### config.mk
export PLATFORM = sky130hd
export DESIGN_NAME = cordic_req_arbiter
export DESIGN_NICKNAME = d
export VERILOG_FILES = /design/src/rtl/cordic_arb_pkg.sv /design/src/rtl/cordic_arb_fifo.sv /design/src/rtl/cordic_req_arbiter.sv
export SDC_FILE = /design/constraint.sdc
export NUM_CORES = 2
export LEC_CHECK = 0
export CAP_MARGIN = 5
export CORE_MARGIN = 5
export CORE_UTILIZATION = 31
export CTS_BUF_LIST = sky130_fd_sc_hd__clkbuf_2
export DETAILED_ROUTE_END_ITERATION = 10
export HOLD_SLACK_MARGIN = 0.05
export PLACE_DENSITY = 0.57
export SYNTH_ARGS = -nofsm -noshare
export SYNTH_HDL_FRONTEND = slang
export SYNTH_SLANG_ARGS = --single-unit
### constraint.sdc
create_clock -name clk -period 12.4 [get_ports clk]
set_input_delay 1.86 -clock clk [delete_from_list [all_inputs] [get_ports clk]]
set_output_delay 1.86 -clock clk [all_outputs]
set_load 0.005 [all_outputs]
### src/rtl/cordic_arb_pkg.sv
// Shared types and helpers for the CORDIC request arbiter.
// Optional feature macro used by the arbiter: CORDIC_ARB_TAG_CHECK_EN.
package cordic_arb_pkg;

    // Widest requester ID (NREQ <= 8) and widest result field carried in a FIFO entry.
    localparam int unsigned MAX_IDW = 3;
    localparam int unsigned MAX_DW  = 32;

    // Smallest r such that 2**r >= v.
    function automatic int unsigned ceil_log2(input int unsigned v);
        int unsigned r;
        r = 0;
        for (int unsigned i = 0; i < 32; i++) begin
            if ((64'd1 << i) < 64'(v)) r = i + 1;
        end
        return r;
    endfunction

    // One stage of the tag delay line.
    typedef struct packed {
        logic               valid;
        logic [MAX_IDW-1:0] id;
    } arb_tag_t;

    // One result FIFO entry; unused upper bits are zero.
    typedef struct packed {
        logic [MAX_IDW-1:0] id;
        logic [MAX_DW-1:0]  x;
        logic [MAX_DW-1:0]  y;
        logic [MAX_DW-1:0]  a;
    } arb_res_t;

endpackage

### src/rtl/cordic_arb_fifo.sv
// Synchronous first-word-fall-through FIFO with occupancy output.
// Head data reads as zero while empty so outputs are clean after reset.
module cordic_arb_fifo
    import cordic_arb_pkg::*;
#(
    parameter int unsigned WIDTH = 8,
    parameter int unsigned DEPTH = 32
) (
    input  logic                         clk,
    input  logic                         rst_n,
    input  logic                         wr_en_i,
    input  logic [WIDTH-1:0]             wr_data_i,
    input  logic                         rd_en_i,
    output logic                         rd_valid_o,
    output logic [WIDTH-1:0]             rd_data_o,
    output logic [ceil_log2(DEPTH):0]    count_o
);

    localparam int unsigned PW = ceil_log2(DEPTH);
    localparam int unsigned CW = PW + 1;

    logic [WIDTH-1:0] mem [DEPTH];
    logic [PW-1:0]    wr_ptr_q, wr_ptr_d;
    logic [PW-1:0]    rd_ptr_q, rd_ptr_d;
    logic [CW-1:0]    count_q, count_d;
    logic             push_c, pop_c;

    // Next-state for pointers and occupancy; writes to a full FIFO are ignored.
    always_comb begin
        push_c   = wr_en_i && (count_q != CW'(DEPTH));
        pop_c    = rd_en_i && (count_q != '0);
        wr_ptr_d = wr_ptr_q + PW'(push_c);
        rd_ptr_d = rd_ptr_q + PW'(pop_c);
        count_d  = count_q + CW'(push_c) - CW'(pop_c);
    end

    // Pointer and occupancy registers.
    always_ff @(posedge clk) begin
        if (!rst_n) begin
            wr_ptr_q <= '0;
            rd_ptr_q <= '0;
            count_q  <= '0;
        end else begin
            wr_ptr_q <= wr_ptr_d;
            rd_ptr_q <= rd_ptr_d;
            count_q  <= count_d;
        end
    end

    // Storage array, no reset needed.
    always_ff @(posedge clk) begin
        if (push_c) mem[wr_ptr_q] <= wr_data_i;
    end

    assign rd_valid_o = (count_q != '0);
    assign rd_data_o  = rd_valid_o ? mem[rd_ptr_q] : '0;
    assign count_o    = count_q;

endmodule

### src/rtl/cordic_req_arbiter.sv
// Round-robin front end sharing one pipelined CORDIC engine between NREQ requesters.
// Issued operations are tagged through a LATENCY-deep delay line and results land in a
// credit-protected FWFT FIFO. Define CORDIC_ARB_TAG_CHECK_EN to add the sticky
// tag/result misalignment checker; otherwise tag_err is tied low.
// OUT_BITS must not exceed cordic_arb_pkg::MAX_DW and NREQ must be 2..8.
module cordic_req_arbiter
    import cordic_arb_pkg::*;
#(
    parameter int unsigned NREQ       = 4,
    parameter int unsigned IN_BITS    = 16,
    parameter int unsigned OUT_BITS   = 16,
    parameter int unsigned LATENCY    = 28,
    parameter int unsigned FIFO_DEPTH = 32
) (
    input  logic                          clk,
    input  logic                          nGrst,
    input  logic [NREQ-1:0]               req_valid,
    output logic [NREQ-1:0]               req_ready,
    input  logic [NREQ*IN_BITS-1:0]       req_x,
    input  logic [NREQ*IN_BITS-1:0]       req_y,
    input  logic [NREQ*IN_BITS-1:0]       req_a,
    output logic                          cor_din_valid,
    output logic [IN_BITS-1:0]            cor_din_x,
    output logic [IN_BITS-1:0]            cor_din_y,
    output logic [IN_BITS-1:0]            cor_din_a,
    input  logic                          cor_dout_valid,
    input  logic [OUT_BITS-1:0]           cor_out_x,
    input  logic [OUT_BITS-1:0]           cor_out_y,
    input  logic [OUT_BITS-1:0]           cor_out_a,
    output logic                          res_valid,
    input  logic                          res_ready,
    output logic [ceil_log2(NREQ)-1:0]    res_id,
    output logic [OUT_BITS-1:0]           res_x,
    output logic [OUT_BITS-1:0]           res_y,
    output logic [OUT_BITS-1:0]           res_a,
    output logic                          tag_err
);

    localparam int unsigned IDW   = ceil_log2(NREQ);
    localparam int unsigned IDW1  = IDW + 1;
    localparam int unsigned CNTW  = ceil_log2(FIFO_DEPTH) + 1;
    localparam int unsigned CNTW1 = CNTW + 1;

    logic [IDW-1:0]     rr_q, rr_d;
    logic [IDW-1:0]     grant_id_c;
    logic [IDW1-1:0]    sum_c;
    logic [IDW-1:0]     idx_c;
    logic               found_c, credit_ok_c, grant_c;
    logic [CNTW-1:0]    inflight_q, inflight_d;
    logic [CNTW-1:0]    fcount;
    logic               din_valid_q, din_valid_d;
    logic [IN_BITS-1:0] din_x_q, din_x_d, din_y_q, din_y_d, din_a_q, din_a_d;
    logic [IDW-1:0]     din_id_q, din_id_d;
    arb_tag_t           tag_q [LATENCY];
    arb_tag_t           tag_out_c;
    logic               wr_en_c;
    arb_res_t           wr_entry_c, rd_entry;
    logic               unused_c;

    // Credit check and round-robin search starting at rr; no grant while in reset.
    always_comb begin
        credit_ok_c = ({1'b0, inflight_q} + {1'b0, fcount}) < CNTW1'(FIFO_DEPTH);
        found_c     = 1'b0;
        grant_id_c  = '0;
        sum_c       = '0;
        idx_c       = '0;
        for (int unsigned k = 0; k < NREQ; k++) begin
            sum_c = {1'b0, rr_q} + IDW1'(k);
            if (sum_c >= IDW1'(NREQ)) sum_c = sum_c - IDW1'(NREQ);
            idx_c = IDW'(sum_c);
            if (!found_c && req_valid[idx_c]) begin
                found_c    = 1'b1;
                grant_id_c = idx_c;
            end
        end
        grant_c   = found_c && credit_ok_c && nGrst;
        req_ready = grant_c ? (NREQ'(1) << grant_id_c) : '0;
    end

    // Tag-line head and FIFO write entry; only results with a live tag are stored.
    always_comb begin
        tag_out_c    = tag_q[LATENCY-1];
        wr_en_c      = cor_dout_valid && tag_out_c.valid;
        wr_entry_c   = '0;
        wr_entry_c.id = tag_out_c.id;
        wr_entry_c.x  = MAX_DW'(cor_out_x);
        wr_entry_c.y  = MAX_DW'(cor_out_y);
        wr_entry_c.a  = MAX_DW'(cor_out_a);
    end

    // Next-state for pointer, issue registers and in-flight credit counter.
    always_comb begin
        rr_d        = rr_q;
        din_valid_d = grant_c;
        din_x_d     = din_x_q;
        din_y_d     = din_y_q;
        din_a_d     = din_a_q;
        din_id_d    = din_id_q;
        if (grant_c) begin
            rr_d     = (grant_id_c == IDW'(NREQ - 1)) ? '0 : grant_id_c + IDW'(1);
            din_x_d  = req_x[grant_id_c*IN_BITS +: IN_BITS];
            din_y_d  = req_y[grant_id_c*IN_BITS +: IN_BITS];
            din_a_d  = req_a[grant_id_c*IN_BITS +: IN_BITS];
            din_id_d = grant_id_c;
        end
        inflight_d = inflight_q + CNTW'(grant_c) - CNTW'(wr_en_c);
    end

    // Arbiter, issue and credit registers.
    always_ff @(posedge clk) begin
        if (!nGrst) begin
            rr_q        <= '0;
            inflight_q  <= '0;
            din_valid_q <= 1'b0;
            din_x_q     <= '0;
            din_y_q     <= '0;
            din_a_q     <= '0;
            din_id_q    <= '0;
        end else begin
            rr_q        <= rr_d;
            inflight_q  <= inflight_d;
            din_valid_q <= din_valid_d;
            din_x_q     <= din_x_d;
            din_y_q     <= din_y_d;
            din_a_q     <= din_a_d;
            din_id_q    <= din_id_d;
        end
    end

    // Tag delay line, loaded alongside cor_din_valid so its head meets cor_dout_valid.
    always_ff @(posedge clk) begin
        if (!nGrst) begin
            for (int unsigned k = 0; k < LATENCY; k++) tag_q[k] <= '0;
        end else begin
            tag_q[0].valid <= din_valid_q;
            tag_q[0].id    <= MAX_IDW'(din_id_q);
            for (int unsigned k = 1; k < LATENCY; k++) tag_q[k] <= tag_q[k-1];
        end
    end

    cordic_arb_fifo #(
        .WIDTH ($bits(arb_res_t)),
        .DEPTH (FIFO_DEPTH)
    ) u_fifo (
        .clk        (clk),
        .rst_n      (nGrst),
        .wr_en_i    (wr_en_c),
        .wr_data_i  (wr_entry_c),
        .rd_en_i    (res_ready),
        .rd_valid_o (res_valid),
        .rd_data_o  (rd_entry),
        .count_o    (fcount)
    );

    assign cor_din_valid = din_valid_q;
    assign cor_din_x     = din_x_q;
    assign cor_din_y     = din_y_q;
    assign cor_din_a     = din_a_q;
    assign res_id        = rd_entry.id[IDW-1:0];
    assign res_x         = rd_entry.x[OUT_BITS-1:0];
    assign res_y         = rd_entry.y[OUT_BITS-1:0];
    assign res_a         = rd_entry.a[OUT_BITS-1:0];
    assign unused_c      = ^rd_entry;

`ifdef CORDIC_ARB_TAG_CHECK_EN
    logic tag_err_q, tag_err_d;

    // Any disagreement between engine strobe and tag valid latches the error.
    always_comb begin
        tag_err_d = tag_err_q | (cor_dout_valid ^ tag_out_c.valid);
    end

    // Sticky error register, cleared only by reset.
    always_ff @(posedge clk) begin
        if (!nGrst) tag_err_q <= 1'b0;
        else        tag_err_q <= tag_err_d;
    end

    assign tag_err = tag_err_q;
`else
    assign tag_err = 1'b0;
`endif

endmodule

==> impl_metrics.csv <==
group,metric,value,unit
outcome,status,"finished, final reports clean",
route,drc,0,
clock_tree,ctsHoldBuffers,0,
synth,synth-seq-cells,1759,
placed_design,place_inst,6560,
global_route,grt_max_degree,122,
clock_tree,cts_buffer_depth,4,
floorplanning,core,218000,um^2
worst_hold_path,hp-start,"tag_q[3][13]",
synth,synth_fp_nets,3790,
synth,ys_types,53,
synth,synth_edf_count,1600,
clock_tree,tritoncts,"done",
clock_tree,cts_setup_buffers,0,
placed_design,placed_area,74700,um^2
placed_design,routabilityCongestion,0.772,
power,seq_power_share,51.1,%
setup_path,cp.required,10540,ps
synth,syn_area,67900,um^2
timing,fmax,0.124,GHz
power,switchingPower,3710,uW
setup_path,reg2reg_from,"u_fifo.count_o[3]",
route,drtPass1Iterations,5,
layout,areaGrowthSynthToFinish,15.6,%
synth,syn_inst,3512,
synth,yosys_warnings,0,
timing,tightest_slew,1160,ps
synth,synth-async-reset-ratio,0,%
clock_tree,cts_resized,0,
synth,yosys-top-cells-count,"edfxtp_1, mux4_2, mux2i_1",
setup_path,r2r-end,"u_fifo.mem[26][27]",
route,avgViaCountPerCell,5.01,
synth,ys_top_cells_by_area,"edfxtp_1, mux4_2, dfxtp_1, mux2i_1, a22oi_1",
timing,setup_tns,0,ps
timing,fin_crit_sh,64.9,%
route,routed_wl,183,mm
floorplanning,top_level_ports,353,
synth,synth_top_area_share,70.8,%
timing,rsz0062_at_grt,"false",
floorplanning,design.die.area,228000,um^2
setup_path,worst-r2r-cell-count,8,
route,wirelength_met1,77.4,mm
synth,synth_ff_type,"edfxtp_1",
floorplanning,die_w,478,um
placed_design,dp_hpwl,96.0,mm
floorplanning,row_count,171,
placed_design,dpl_worst_slack,5520,ps
route,wl_per_cell,25.0,um
setup_path,worst-setup-path-type,"reg2out",
clock_tree,htreeDepth,5,
layout,drive_gt1_share,24.4,%
setup_path,startpoint_type,"register",
clock_tree,cts_buffers,448,
power,combPwrFrac,20.3,%
timing,fin_ws,4350,ps
timing,slew_violations,0,
route,vias,36732,
timing,period_minus_slack,8050,ps
route,top_layer,"met5",
power,p_leak,0.0253,uW
synth,synth_area_leader_cell,"edfxtp_1",
global_route,antenna_found_initial,17,
floorplanning,die_h,478,um
global_route,grt_pass1_wl,263,mm
setup_path,cp-end-kind,"output pin",
route,wl_met2,88.1,mm
timing,max_slew_margin,22.8,%
layout,fin_area,78500,um^2
global_route,grt_overflow_total,0,
clock_tree,worstSkewPairLatency,1820,ps
clock_tree,path_clk_slew,110,ps
power,clkPwrFrac,28.6,%
route,dr_wl_met3,13.9,mm
timing,setup_viol,0,
synth,avgSynthCellArea,19.3,um^2
timing,skew,184,ps
layout,finalNetCount,4434,
route,drt_iter0_markers,3140,
layout,finalNonFillerCells,7334,
setup_path,rrSetupSlack,8050,ps
route,detail-route-antenna-nets,0,
worst_hold_path,hold-path-cell-count,1,
worst_hold_path,hold_path_class,"reg2reg",
synth,seq_area_frac_synth,75.5,%
timing,hold_viol_final,0,
power,ir_worst_vdd,0.136,mV
setup_path,cp_data_arrival_time,6190,ps
setup_path,critPathMaxFanout,53,
clock_tree,cts-root-buf,"clkbuf_2",
placed_design,io_buffers,351,
power,total_power,13000,uW
power,p_int,9320,uW
power,netSwitchingFraction,28.5,%
run,maxCapViolCount,0,
layout,nFillCells,20533,
synth,synth_most_common_cell,"edfxtp_1",
clock_tree,clock_sinks,1759,
floorplanning,start_util,31.2,%
power,power_density,166,nW/um^2
global_route,grt_use_total,15.6,%
global_route,grt_pass1_vias,38357,
worst_hold_path,min_delay_worst_endpoint,"tag_q[4][1]",
## cell type report
cell class              count  area [um^2]  share of cell area [%]
multi-input cells        1504        15700                    20.0
clock buffers             647         3240                    4.13
flip-flops and latches   1759        51200                    65.3
repair buffers            420         4050                    5.16
well taps                2854         3570                    4.55
inverters                  23         86.3                   0.110
diodes                     17         42.5                  0.0542
clock inverters           110          515                   0.657
## cells in the final DEF, fill, tap and decap left out, types with 3 or more instances in the layout
cell type / netlist / final
clkbuf_2: 2 / 647
nand2_1: 156 / 154
o211ai_1: 97 / 97
o221ai_1: 50 / 50
a21o_1: 3 / 3
a21oi_1: 61 / 61
buf_4: 34 / 67
ha_1: 28 / 28
nand3_1: 8 / 7
a21boi_1: 9 / 9
inv_1: 21 / 21
bufinv_16: 0 / 3
a211oi_1: 51 / 51
diode_2: 0 / 17
o22ai_1: 50 / 50
mux4_2: 298 / 298
nand2b_1: 5 / 5
clkinv_1: 0 / 87
edfxtp_1: 1600 / 1600
o21ai_0: 3 / 3
mux2i_1: 248 / 248
and3_1: 99 / 99
and2_1: 97 / 97
a22oi_1: 100 / 100
a21boi_0: 39 / 39
nor2_4: 1 / 34
nor2_1: 48 / 15
nand3b_1: 7 / 7
inv_2: 2 / 7
clkdlybuf4s50_1: 0 / 350
xnor2_1: 5 / 5
dfxtp_1: 159 / 156
or3_1: 3 / 3
clkinv_2: 0 / 13
dfxtp_4: 0 / 3
or3b_2: 3 / 3
xor2_1: 7 / 7
## registers in the layout (all words and copies together) (netlist names), 2 cells and up
| register | cells |
|---|---|
| cor_din_a | 16 |
| tag_q | 84 |
| din_id_q | 2 |
| cor_din_y | 16 |
| rr_q | 2 |
| u_fifo.wr_ptr_q | 5 |
| inflight_q | 6 |
| cor_din_x | 16 |
| u_fifo.mem | 1600 |
| u_fifo.count_o | 6 |
| u_fifo.rd_ptr_q | 5 |
## worst max-delay path, cell delays in order, from the launching register on
cell and delay (ps):
dfxtp_4 810, buf_4 880, buf_4 870, mux4_2 590
a22oi_1 260, nand2_1 80, and3_1 280, clkdlybuf4s50_1 490
## metrics by stage
| stage | utilization [%] | hold slack, ps |
|---|---|---|
| after floorplan | - | 412 |
| after global placement | 34.3 | 413 |
| after detailed placement | 34.3 | 418 |
| after CTS | 36.0 | 206 |
| after global routing | 36.1 | 239 |
| final | 36.1 | 354 |
## power by group through the flow
stage | Sequential, uW | Combinational, uW | Clock (uW)
after global placement | 6790 | 2700 | 0
after detailed placement | 6790 | 2710 | 0
after floorplan | 6750 | 1750 | 0
final | 6660 | 2640 | 3730
after CTS | 6660 | 2720 | 3880
after global routing | 6680 | 2880 | 4200
## layer usage
metal	track usage, %	up-vias
met3	3.87	307
met1	20.9	19059
met5	0	-
met2	25.2	1459
met4	4.69	12
li1	-	15895
## worst max-delay path by stage
stage | start | slack [ps] | end
2_1_floorplan | cor_dout_valid | 7070 | u_fifo.mem[12][0]
3_3_place_gp | req_valid[1] | 5550 | req_ready[3]
3_5_place_dp | req_valid[1] | 5520 | req_ready[3]
4_1_cts | u_fifo.rd_ptr_q[0] | 3830 | res_a[1]
5_1_grt | u_fifo.rd_ptr_q[0] | 3660 | res_a[1]
6_report | u_fifo.rd_ptr_q[0] | 4350 | res_y[9]
## cell families (layout without fill, tap and decap cells)
logic type,Yosys count,in the layout,synth area share (%)
fa+ha+maj,30,30,0.575
simple gates,441,441,3.35
other cells,1,18,0.00553
compound gates,472,472,5.00
xor+xnor,12,12,0.155
mux,548,548,13.6
buf+inv,249,1200,1.81
flops,1759,1759,75.5
(Power assumes the default switching activity.)
